==> src/rtl/serv_rf_ram_ctrl_pkg.sv <==
// Shared constants and types for the SERV register-file RAM controller.
// Holds the RF geometry, CSR register numbers and the read FSM encoding.
package serv_rf_ram_ctrl_pkg;

  localparam int RF_REGS = 36;
  localparam int RF_AW   = 6;

  localparam logic [RF_AW-1:0] CSR_MSCRATCH = 6'd32;
  localparam logic [RF_AW-1:0] CSR_MTVEC    = 6'd33;
  localparam logic [RF_AW-1:0] CSR_MEPC     = 6'd34;
  localparam logic [RF_AW-1:0] CSR_MTVAL    = 6'd35;

  typedef enum logic [2:0] {
    ST_IDLE,
    ST_RD0,
    ST_RD1,
    ST_RDY,
    ST_RUN
  } rd_state_e;

  // RAM address = register number plus word index within the 32-bit register
  function automatic int ram_aw(input int width);
    return RF_AW + $clog2(32 / width);
  endfunction

endpackage

==> src/rtl/serv_rf_ram_ctrl_if.sv <==
// Single-read/single-write synchronous RAM port as driven by the RF controller.
// The controller uses the master side; the RAM macro (or its model) the slave side.
interface serv_rf_ram_ctrl_if #(
  parameter int WIDTH = 4,
  parameter int AW    = 9
);
  logic [AW-1:0]    raddr;
  logic             ren;
  logic [WIDTH-1:0] rdata;
  logic [AW-1:0]    waddr;
  logic [WIDTH-1:0] wdata;
  logic             wen;

  modport master (output raddr, ren, waddr, wdata, wen, input rdata);
  modport slave  (input raddr, ren, waddr, wdata, wen, output rdata);
endinterface

==> src/rtl/serv_rf_ser2par.sv <==
// Packs one serial write port into WIDTH-bit RAM words and holds the finished
// word, its RAM address and enable until the top-level write mux consumes it.
module serv_rf_ser2par
  import serv_rf_ram_ctrl_pkg::*;
#(
  parameter int WIDTH = 4,
  parameter int WW    = 3
) (
  input  logic                   clk,
  input  logic                   rst_n,
  input  logic                   cnt_en,
  input  logic                   last,
  input  logic                   wdata,
  input  logic                   wen,
  input  logic [RF_AW-1:0]       wreg,
  input  logic [WW-1:0]          word,
  output logic [WIDTH-1:0]       wb_data,
  output logic [RF_AW+WW-1:0]    wb_addr,
  output logic                   wb_en
);

  logic [WIDTH-2:0] ws;

  // The last bit of a word is taken straight from wdata, so ws only needs WIDTH-1 bits
  always_ff @(posedge clk or negedge rst_n) begin
    if (!rst_n) begin
      ws      <= '0;
      wb_data <= '0;
      wb_addr <= '0;
      wb_en   <= 1'b0;
    end else begin
      if (cnt_en) ws <= {wdata, ws[WIDTH-2:1]};
      if (last) begin
        wb_data <= {wdata, ws};
        wb_addr <= {wreg, word};
        wb_en   <= wen;
      end
    end
  end

endmodule

==> src/rtl/serv_rf_ram_ctrl.sv <==
// Makes a 1R1W synchronous RAM look like SERV's 2R2W bit-serial register file:
// operand prefetch with a ready handshake, and two serial write ports sharing one RAM write port.
module serv_rf_ram_ctrl
  import serv_rf_ram_ctrl_pkg::*;
#(
  parameter int WIDTH = 4
) (
  input  logic             i_clk,
  input  logic             i_rst_n,
  input  logic             i_rreq,
  output logic             o_ready,
  input  logic             i_cnt_en,
  input  logic [RF_AW-1:0] i_rreg0,
  input  logic [RF_AW-1:0] i_rreg1,
  output logic             o_rdata0,
  output logic             o_rdata1,
  input  logic [RF_AW-1:0] i_wreg0,
  input  logic [RF_AW-1:0] i_wreg1,
  input  logic             i_wen0,
  input  logic             i_wen1,
  input  logic             i_wdata0,
  input  logic             i_wdata1,
  serv_rf_ram_ctrl_if.master ram
);

  localparam int AW = ram_aw(WIDTH);
  localparam int PW = $clog2(WIDTH);
  localparam int WW = 5 - PW;
  localparam logic [PW-1:0] P_LAST = PW'(WIDTH - 1);
  localparam logic [WW-1:0] W_LAST = '1;

  rd_state_e        state, state_nxt;
  logic [4:0]       cnt;
  logic [PW-1:0]    phase;
  logic [WW-1:0]    word, word_nxt;
  logic [RF_AW-1:0] rreg0_q, rreg1_q;
  logic [WIDTH-1:0] sr0, sr1, pb0, pb1;
  logic             pf0, pf1, pf0_vld_p1, pf1_vld_p1;
  logic             ren;
  logic [AW-1:0]    raddr;
  logic             wr_last, wr_vld_p1, wr_vld_p2;
  logic [WIDTH-1:0] wb0_data, wb1_data;
  logic [AW-1:0]    wb0_addr, wb1_addr;
  logic             wb0_en, wb1_en;

  assign phase    = cnt[PW-1:0];
  assign word     = cnt[4:PW];
  assign word_nxt = word + WW'(1);
  assign wr_last  = i_cnt_en && (phase == P_LAST);

  always_ff @(posedge i_clk or negedge i_rst_n) begin
    if (!i_rst_n) cnt <= '0;
    else if (i_cnt_en) cnt <= cnt + 5'd1;
  end

  always_ff @(posedge i_clk or negedge i_rst_n) begin
    if (!i_rst_n) state <= ST_IDLE;
    else state <= state_nxt;
  end

  // Prefetch reads word n+1 of reg0 at phase 0 and of reg1 at phase 1 during word n
  always_comb begin
    state_nxt = state;
    ren       = 1'b0;
    raddr     = '0;
    o_ready   = 1'b0;
    pf0       = 1'b0;
    pf1       = 1'b0;
    unique case (state)
      ST_IDLE: if (i_rreq && cnt == '0) state_nxt = ST_RD0;
      ST_RD0: begin
        ren       = 1'b1;
        raddr     = {i_rreg0, {WW{1'b0}}};
        state_nxt = ST_RD1;
      end
      ST_RD1: begin
        ren       = 1'b1;
        raddr     = {rreg1_q, {WW{1'b0}}};
        state_nxt = ST_RDY;
      end
      ST_RDY: begin
        o_ready   = 1'b1;
        state_nxt = ST_RUN;
      end
      ST_RUN: begin
        if (i_cnt_en) begin
          if (word != W_LAST && phase == '0) begin
            pf0   = 1'b1;
            ren   = 1'b1;
            raddr = {rreg0_q, word_nxt};
          end
          if (word != W_LAST && phase == PW'(1)) begin
            pf1   = 1'b1;
            ren   = 1'b1;
            raddr = {rreg1_q, word_nxt};
          end
          if (cnt == 5'd31) state_nxt = ST_IDLE;
        end
      end
      default: state_nxt = ST_IDLE;
    endcase
  end

  // p1: RAM data returns one cycle after the read; route it to sr or pb
  always_ff @(posedge i_clk or negedge i_rst_n) begin
    if (!i_rst_n) begin
      rreg0_q    <= '0;
      rreg1_q    <= '0;
      sr0        <= '0;
      sr1        <= '0;
      pb0        <= '0;
      pb1        <= '0;
      pf0_vld_p1 <= 1'b0;
      pf1_vld_p1 <= 1'b0;
    end else begin
      pf0_vld_p1 <= pf0;
      pf1_vld_p1 <= pf1;
      if (state == ST_RD0) begin
        rreg0_q <= i_rreg0;
        rreg1_q <= i_rreg1;
      end
      if (pf0_vld_p1) pb0 <= ram.rdata;
      if (pf1_vld_p1) pb1 <= ram.rdata;
      if (state == ST_RD1) sr0 <= ram.rdata;
      else if (state == ST_RUN && i_cnt_en) sr0 <= (phase == P_LAST) ? pb0 : (sr0 >> 1);
      if (state == ST_RDY) sr1 <= ram.rdata;
      else if (state == ST_RUN && i_cnt_en) sr1 <= (phase == P_LAST) ? pb1 : (sr1 >> 1);
    end
  end

  assign o_rdata0  = sr0[0];
  assign o_rdata1  = sr1[0];
  assign ram.ren   = ren;
  assign ram.raddr = raddr;

  serv_rf_ser2par #(.WIDTH(WIDTH), .WW(WW)) u_wp0 (
    .clk     (i_clk),
    .rst_n   (i_rst_n),
    .cnt_en  (i_cnt_en),
    .last    (wr_last),
    .wdata   (i_wdata0),
    .wen     (i_wen0),
    .wreg    (i_wreg0),
    .word    (word),
    .wb_data (wb0_data),
    .wb_addr (wb0_addr),
    .wb_en   (wb0_en)
  );

  serv_rf_ser2par #(.WIDTH(WIDTH), .WW(WW)) u_wp1 (
    .clk     (i_clk),
    .rst_n   (i_rst_n),
    .cnt_en  (i_cnt_en),
    .last    (wr_last),
    .wdata   (i_wdata1),
    .wen     (i_wen1),
    .wreg    (i_wreg1),
    .word    (word),
    .wb_data (wb1_data),
    .wb_addr (wb1_addr),
    .wb_en   (wb1_en)
  );

  // p1/p2: port0 writes the cycle after a word completes, port1 the cycle after that
  always_ff @(posedge i_clk or negedge i_rst_n) begin
    if (!i_rst_n) begin
      wr_vld_p1 <= 1'b0;
      wr_vld_p2 <= 1'b0;
    end else begin
      wr_vld_p1 <= wr_last;
      wr_vld_p2 <= wr_vld_p1;
    end
  end

  always_comb begin
    ram.wen   = 1'b0;
    ram.waddr = '0;
    ram.wdata = '0;
    if (wr_vld_p1) begin
      ram.wen   = wb0_en;
      ram.waddr = wb0_addr;
      ram.wdata = wb0_data;
    end else if (wr_vld_p2) begin
      ram.wen   = wb1_en;
      ram.waddr = wb1_addr;
      ram.wdata = wb1_data;
    end
  end

endmodule

==> src/flat_wrapper.sv <==
// flat-port wrapper written by rule: the top's interface ports become plain ports
module serv_rf_ram_ctrl_flat import serv_rf_ram_ctrl_pkg::*;
#(
  parameter int WIDTH = 4
)
  (i_clk, i_rst_n, i_rreq, o_ready, i_cnt_en, i_rreg0, i_rreg1, o_rdata0, o_rdata1, i_wreg0, i_wreg1, i_wen0, i_wen1, i_wdata0, i_wdata1, ram_raddr, ram_ren, ram_waddr, ram_wdata, ram_wen, ram_rdata);
  serv_rf_ram_ctrl_if #(.WIDTH(WIDTH), .AW((9))) ram_i ();
  input  logic i_clk;
  input  logic i_rst_n;
  input  logic i_rreq;
  output logic o_ready;
  input  logic i_cnt_en;
  input  logic [RF_AW-1:0] i_rreg0;
  input  logic [RF_AW-1:0] i_rreg1;
  output logic o_rdata0;
  output logic o_rdata1;
  input  logic [RF_AW-1:0] i_wreg0;
  input  logic [RF_AW-1:0] i_wreg1;
  input  logic i_wen0;
  input  logic i_wen1;
  input  logic i_wdata0;
  input  logic i_wdata1;
  output wire logic [$bits(ram_i.raddr)-1:0] ram_raddr;
  output wire logic [$bits(ram_i.ren)-1:0] ram_ren;
  output wire logic [$bits(ram_i.waddr)-1:0] ram_waddr;
  output wire logic [$bits(ram_i.wdata)-1:0] ram_wdata;
  output wire logic [$bits(ram_i.wen)-1:0] ram_wen;
  input wire logic [$bits(ram_i.rdata)-1:0] ram_rdata;
  assign ram_raddr = ram_i.raddr;
  assign ram_ren = ram_i.ren;
  assign ram_waddr = ram_i.waddr;
  assign ram_wdata = ram_i.wdata;
  assign ram_wen = ram_i.wen;
  assign ram_i.rdata = ram_rdata;
  serv_rf_ram_ctrl #(.WIDTH(WIDTH)) u_core (.i_clk(i_clk), .i_rst_n(i_rst_n), .i_rreq(i_rreq), .o_ready(o_ready), .i_cnt_en(i_cnt_en), .i_rreg0(i_rreg0), .i_rreg1(i_rreg1), .o_rdata0(o_rdata0), .o_rdata1(o_rdata1), .i_wreg0(i_wreg0), .i_wreg1(i_wreg1), .i_wen0(i_wen0), .i_wen1(i_wen1), .i_wdata0(i_wdata0), .i_wdata1(i_wdata1), .ram(ram_i));
endmodule
==> config.mk <==
export PLATFORM = sky130hd
export DESIGN_NAME = serv_rf_ram_ctrl_flat
export DESIGN_NICKNAME = d
export VERILOG_FILES = /design/src/rtl/serv_rf_ram_ctrl_pkg.sv /design/src/rtl/serv_rf_ram_ctrl_if.sv /design/src/rtl/serv_rf_ser2par.sv /design/src/rtl/serv_rf_ram_ctrl.sv /design/src/flat_wrapper.sv
export SDC_FILE = /design/constraint.sdc
export NUM_CORES = 1
export LEC_CHECK = 0
export BUFFER_PORTS_ARGS = -buffer_cell sky130_fd_sc_hd__buf_4
export CAP_MARGIN = 20
export CORE_UTILIZATION = 55
export DETAILED_ROUTE_END_ITERATION = 16
export PLACE_DENSITY_LB_ADDON = 0.08
export SYNTH_ARGS = -nofsm -noshare
export SYNTH_HDL_FRONTEND = slang
export SYNTH_SLANG_ARGS = --single-unit
export TNS_END_PERCENT = 5
==> constraint.sdc <==
create_clock -name i_clk -period 3 [get_ports i_clk]
set_input_delay 0.75 -clock i_clk [delete_from_list [all_inputs] [get_ports i_clk]]
set_output_delay 0.75 -clock i_clk [all_outputs]
set_load 0.005 [all_outputs]
### Word level (Yosys, flattened, before mapping)

Cells that the tools add are included.

* flip-flop bits (word level): 74
* input port bits: 36
* output and inout bits: 27
* logic and storage cells: 75

* add/subtract/negate cells: 2
* eq/ne operators: 11
* multiplexer cells: 30
* reductions and logical operators: 12

Operators by type and width (count)
* $mux W9: 5
* $mux W4: 8
* $pmux W9 S3: 1
* $pmux W3 S5: 1
* $mux W1: 11
* $mux W3: 3
* $eq A3 B2 Y1 const B: 2
* $add A5 B1 Y5 const B: 1
* $eq A5 B5 Y1 const B: 1
* $logic_and A1 B1 Y1: 5
* $logic_not A5 Y1: 1
* $ne A2 B1 Y1 const B: 2
* $reduce_bool A2 Y1: 2
* $add A3 B1 Y3 const B: 1
* $eq A3 B1 Y1 const B: 1
* $eq A3 B3 Y1 const B: 1
* $logic_not A3 Y1: 1
* $ne A3 B3 Y1 const B: 1
* $reduce_and A3 Y1: 1
* $eq A2 B1 Y1 const B: 1
* $eq A2 B2 Y1 const B: 1
* $logic_not A2 Y1: 1
* $ne A2 B2 Y1 const B: 1
* $pmux W1 S2: 1
* $reduce_or A2 Y1: 1

### Logic depth before layout (Yosys ltp)

* depth after elaboration: 6
* gate-level depth with buffers: 7
* depth with buffers taken out: 6

### Modules after synthesis

From an unflattened synthesis, not the netlist that was laid out.

* cell total of the unflattened synthesis: 248
* area total of the unflattened synthesis: 3385.7 um^2

By module, submodules not included
* serv_rf_ram_ctrl: times used 1, cells an instance 178, area an instance 2129.5 um^2, seq. area each 1001.0 um^2
* serv_rf_ser2par: times used 2, cells an instance 35, area an instance 628.1 um^2, seq. area each 425.4 um^2

### Least setup slack after synthesis

No wires, ideal clock.

* path kind: input -> output
* from: in i_cnt_en
* to: out ram_raddr[3]
* data arrival time: 1.611 ns
* required time: 2.250 ns
* setup slack: 0.639 ns
* stages: 5
* path buffers: 1
* path through: buf_4 -> and2b_4 -> nand4b_4 -> a21oi_2 -> a221o_1

* word-level cells in the longest chain between the ends: 2

RTL lines
* from (decl): RTL line flat_wrapper.sv:12 `input logic i_cnt_en;`
* $mux W9: RTL line serv_rf_ram_ctrl.sv:86 `if (i_cnt_en) begin`
* $pmux W9 S3: RTL line serv_rf_ram_ctrl.sv:69 `unique case (state)`
* to (decl): RTL line flat_wrapper.sv:23 `output wire logic [$bits(ram_i.raddr)-1:0] ram_raddr;`

Every way passes these cells.

### Worst setup path in the final report

* from: reg u_core.cnt[2]
* to: out ram_raddr[6]

* word-level cells in the longest chain between the ends: 6
* elaborated cells between the ends (all ways): 7
* those cells by class: eq/ne: 1; mux: 4; reduce/logical: 2

RTL lines
* from (decl): RTL line serv_rf_ram_ctrl.sv:33 `logic [4:0] cnt;`
* from (signal assigned): RTL line serv_rf_ram_ctrl.sv:53 `else if (i_cnt_en) cnt <= cnt + 5'd1;`
* $ne A3 B3 Y1 *: RTL line serv_rf_ram_ctrl.sv:87, serv_rf_ram_ctrl.sv:92
* $logic_and A1 B1 Y1: RTL line serv_rf_ram_ctrl.sv:87 `if (word != W_LAST && phase == '0) begin`
* $mux W9: RTL line serv_rf_ram_ctrl.sv:87
* $mux W9 *: RTL line serv_rf_ram_ctrl.sv:92 `if (word != W_LAST && phase == PW'(1)) begin`
* $mux W9 *: RTL line serv_rf_ram_ctrl.sv:86
* $pmux W9 S3 *: RTL line serv_rf_ram_ctrl.sv:69

Mark *: on every way between the ends. The rest lies on a longest branch, timed or not.

==> flow_summary.ini <==
[timing]
hold_viol = 0
finalClockSkew_ns = 0.0104
max_freq_ghz = 0.346
hold_slack_ns = 0.474
period_needed_ns = 2.89
finalSetupViolCount = 0
fin_ws_ns = 0.107
tightest_slew_ns = 0.877
period_share = 0.964
slew_viol_final = 0
max_slew_margin = 0.415
grt_setup_unrepaired = yes

[final_layout]
fin_nets = 366
nFillCells = 428
finalInstanceArea_um2 = 3950
drive_above_1_share = 0.421
layout.cells.non_filler = 400
area.growth.synth_to_final_pct = 21.2
antennaDiodeCount = 0

[synth]
yosysTopAreaCell = dfrtp_1
synthArstFlopShare = 1.00
synth_mux_area_frac = 0.184
synth.most_common_cell = dfrtp_1
ys_types = 36
synth_area_um2 = 3260
synth_cells = 258
yosys-top-cells-area = dfrtp_1 55%, mux2_2 17%, a22o_1 2.7%
synth-seq-area-share = 0.545
synth_xor_area_frac = 0.0108
yosys_warnings = 0
ys_seq_elements = 71
synth_fa_ha_area_frac = 0.0269
synth_common_cells = 71 x dfrtp_1, 48 x mux2_2, 20 x nand2_1, 14 x o21ai_0, 11 x nor2_1
synth_top_family_by_area = multiplexers
synth_compound_area_frac = 0.0949
syn_nets = 301
synth_top_area_share = 0.545
avgSynthCellArea_um2 = 12.6
synthSimpleGateAreaFrac = 0.105
synthFlopType = dfrtp_1
synth_edf_count = 0

[die]
row_count = 27
initial_core_util = 0.581
chipHeight_um = 79.0
pin_count = 63
die_area_um2 = 6240
coreArea_um2 = 5610
die_w_um = 79.0

[clocking]
cts.sinks = 71
clockBufferDepth = 2
numCtsBuffers = 9
clk_latency_ns = 0.33
ctsHoldBuffers = 0
cts_root_buf = clkbuf_8
cts_tree = done
clk_pin_slew_worst_paths_ns = 0.07
cts_htree_levels = 3

[route]
num_vias = 2091
viasPerCell = 5.23
drc = 0
wl_per_cell_um = 14.9
ant_nets = 0
drt-total-wl_mm = 5.97
drtIter0Drc = 147
firstDrtPassIters = 4

[worst_setup_path]
r2r_start = u_core.cnt[0]
critPathRequiredTime_ns = 2.25
crit_fanout = 6
arrival_ns = 2.14
crit_path_start_kind = flop
worst_setup_path_end_kind = output port
crit_type = flop to output port
crit_start = u_core.cnt[2]

[global_routing]
grt_pass1_vias = 2157
grt_max_degree = 72
grt_usage = 0.217
grt-ovfl-total = 0
grt_pass1_wl_mm = 10.3
antenna_found_initial = 0

[power]
netSwitchingPower_mw = 1.04
p_leak_nw = 1.90
seqPwrFrac = 0.474
p_comb_frac = 0.321
power_frac_clock = 0.205
swShare = 0.313
p_int_mw = 2.27
ir_drop_uv = 599
pwr_density_cell_nw_per_um2 = 837

[placed_design]
pre_cts_ws_ns = 0.363
dp.cells = 384
port_buffers = 62
gp_congestion = 0.778
place_hpwl_mm = 4.20
dpl_cell_area_um2 = 3770

[worst_hold_path]
min-delay-start = u_core.u_wp1.wb_addr[0]
hp-class = flop to flop

[run]
maxCapViolations = 0

[run_status]
outcome = completed
## cell type report
cell class	instances	area (µm²)	area share
Clock buffer	13	159	0.0402
Clock inverter	3	17.5	0.00443
Inverter	8	30.0	0.00760
Multi-Input combinational cell	167	1380	0.350
Sequential cell	71	1780	0.450
Tap cell	72	90.1	0.0228
Timing Repair Buffer	66	495	0.125
## cell usage in the layout (no fill, tap or decap)
cell	instances
clkbuf_1	2
nand3_2	1
a21oi_2	1
nor2_4	1
a221o_1	6
inv_2	1
inv_1	7
o21ai_1	3
mux2i_1	6
clkbuf_8	11
and2b_4	1
nor3b_2	1
a41oi_1	1
dfrtp_1	71
nand4_1	1
nand2_1	20
ha_1	7
nor3_1	1
o21a_1	1
a21o_1	1
nor2_1	11
o21ai_0	13
and2_1	9
xnor2_1	3
clkinvlp_4	1
a21oi_4	1
buf_4	66
nor3b_4	2
nand3b_1	2
a21oi_1	8
nor2b_1	4
a22o_1	10
mux2_2	48
and3_1	1
clkinv_2	2
nand4b_4	1
xor2_1	1
nand2b_1	1
## flip-flops by register name, summed over array words and instances (netlist names)
| name | count |
|---|---|
| u_core.sr0 | 4 |
| u_core.u_wp1.wb_en | 1 |
| u_core.cnt | 5 |
| u_core.u_wp0.wb_data | 4 |
| u_core.pb0 | 4 |
| u_core.sr1 | 4 |
| u_core.u_wp1.ws | 3 |
| u_core.pf1_vld_p1 | 1 |
| u_core.state | 3 |
| u_core.wr_vld_p1 | 1 |
| u_core.u_wp0.wb_addr | 6 |
| u_core.pf0_vld_p1 | 1 |
| u_core.u_wp1.wb_data | 4 |
| u_core.rreg0_q | 6 |
| u_core.pb1 | 4 |
| u_core.u_wp1.wb_addr | 9 |
| u_core.wr_vld_p2 | 1 |
| u_core.rreg1_q | 6 |
| u_core.u_wp0.ws | 3 |
| u_core.u_wp0.wb_en | 1 |
## power groups by stage
stage / logic [mW] / clock network (mW) / registers [mW]
after floorplan: 0.785 / 0 / 1.49
after global placement: 1.03 / 0 / 1.56
after detailed placement: 1.07 / 0 / 1.59
after CTS: 1.08 / 0.694 / 1.57
after global routing: 1.19 / 0.739 / 1.62
final: 1.06 / 0.678 / 1.57
## layer usage
layer	up-vias	wire, µm	GRT usage
met5	-	0	0
met4	0	87	0.0982
met3	9	260	0.0460
met2	46	2790	0.330
met1	996	2820	0.300
li1	1040	-	-
## logic make-up (layout without fill, tap and decap cells)
family	Yosys count	in the layout
fa+ha+maj	7	7
buf+inv	20	90
flops	71	71
simple gates	57	57
mux	54	54
compound gates	45	45
xor+xnor	4	4
## worst max-delay path, cell delays in order (launching register included)
cell,delay (ns)
dfrtp_1,0.43
ha_1,0.23
ha_1,0.18
and2b_4,0.27
nand4b_4,0.13
a21oi_4,0.26
a221o_1,0.20
buf_4,0.11
## what timing repair did
item	4_1_cts	5_1_grt
pin swaps	0	1
setup endpoints to repair	1	5
resized for setup	1	1
setup buffers	0	0
## stage by stage
step	power, mW	TNS [ns]	utilization
6_report	3.31	0	0.704
3_3_place_gp	2.60	0	0.672
4_1_cts	3.34	0	0.704
2_1_floorplan	2.27	0	-
3_5_place_dp	2.66	0	0.672
5_1_grt	3.55	-0.00541	0.704
## worst paths after layout
path | slack (ns) | endpoint | cells past startpoint
hold / removal | 0.47 | u_core.u_wp1.wb_addr[0] | 2
max in group asynchronous | 1.89 | u_core.state[1] | 1
setup reg to reg | 1.20 | u_core.u_wp1.wb_addr[4] | 4
setup / recovery | 0.11 | ram_raddr[6] | 7
hold reg to reg | 0.47 | u_core.u_wp1.wb_addr[0] | 2
min in group asynchronous | 0.52 | u_core.u_wp0.wb_addr[3] | 1
Note: power is estimated with default switching activity, not from simulation.
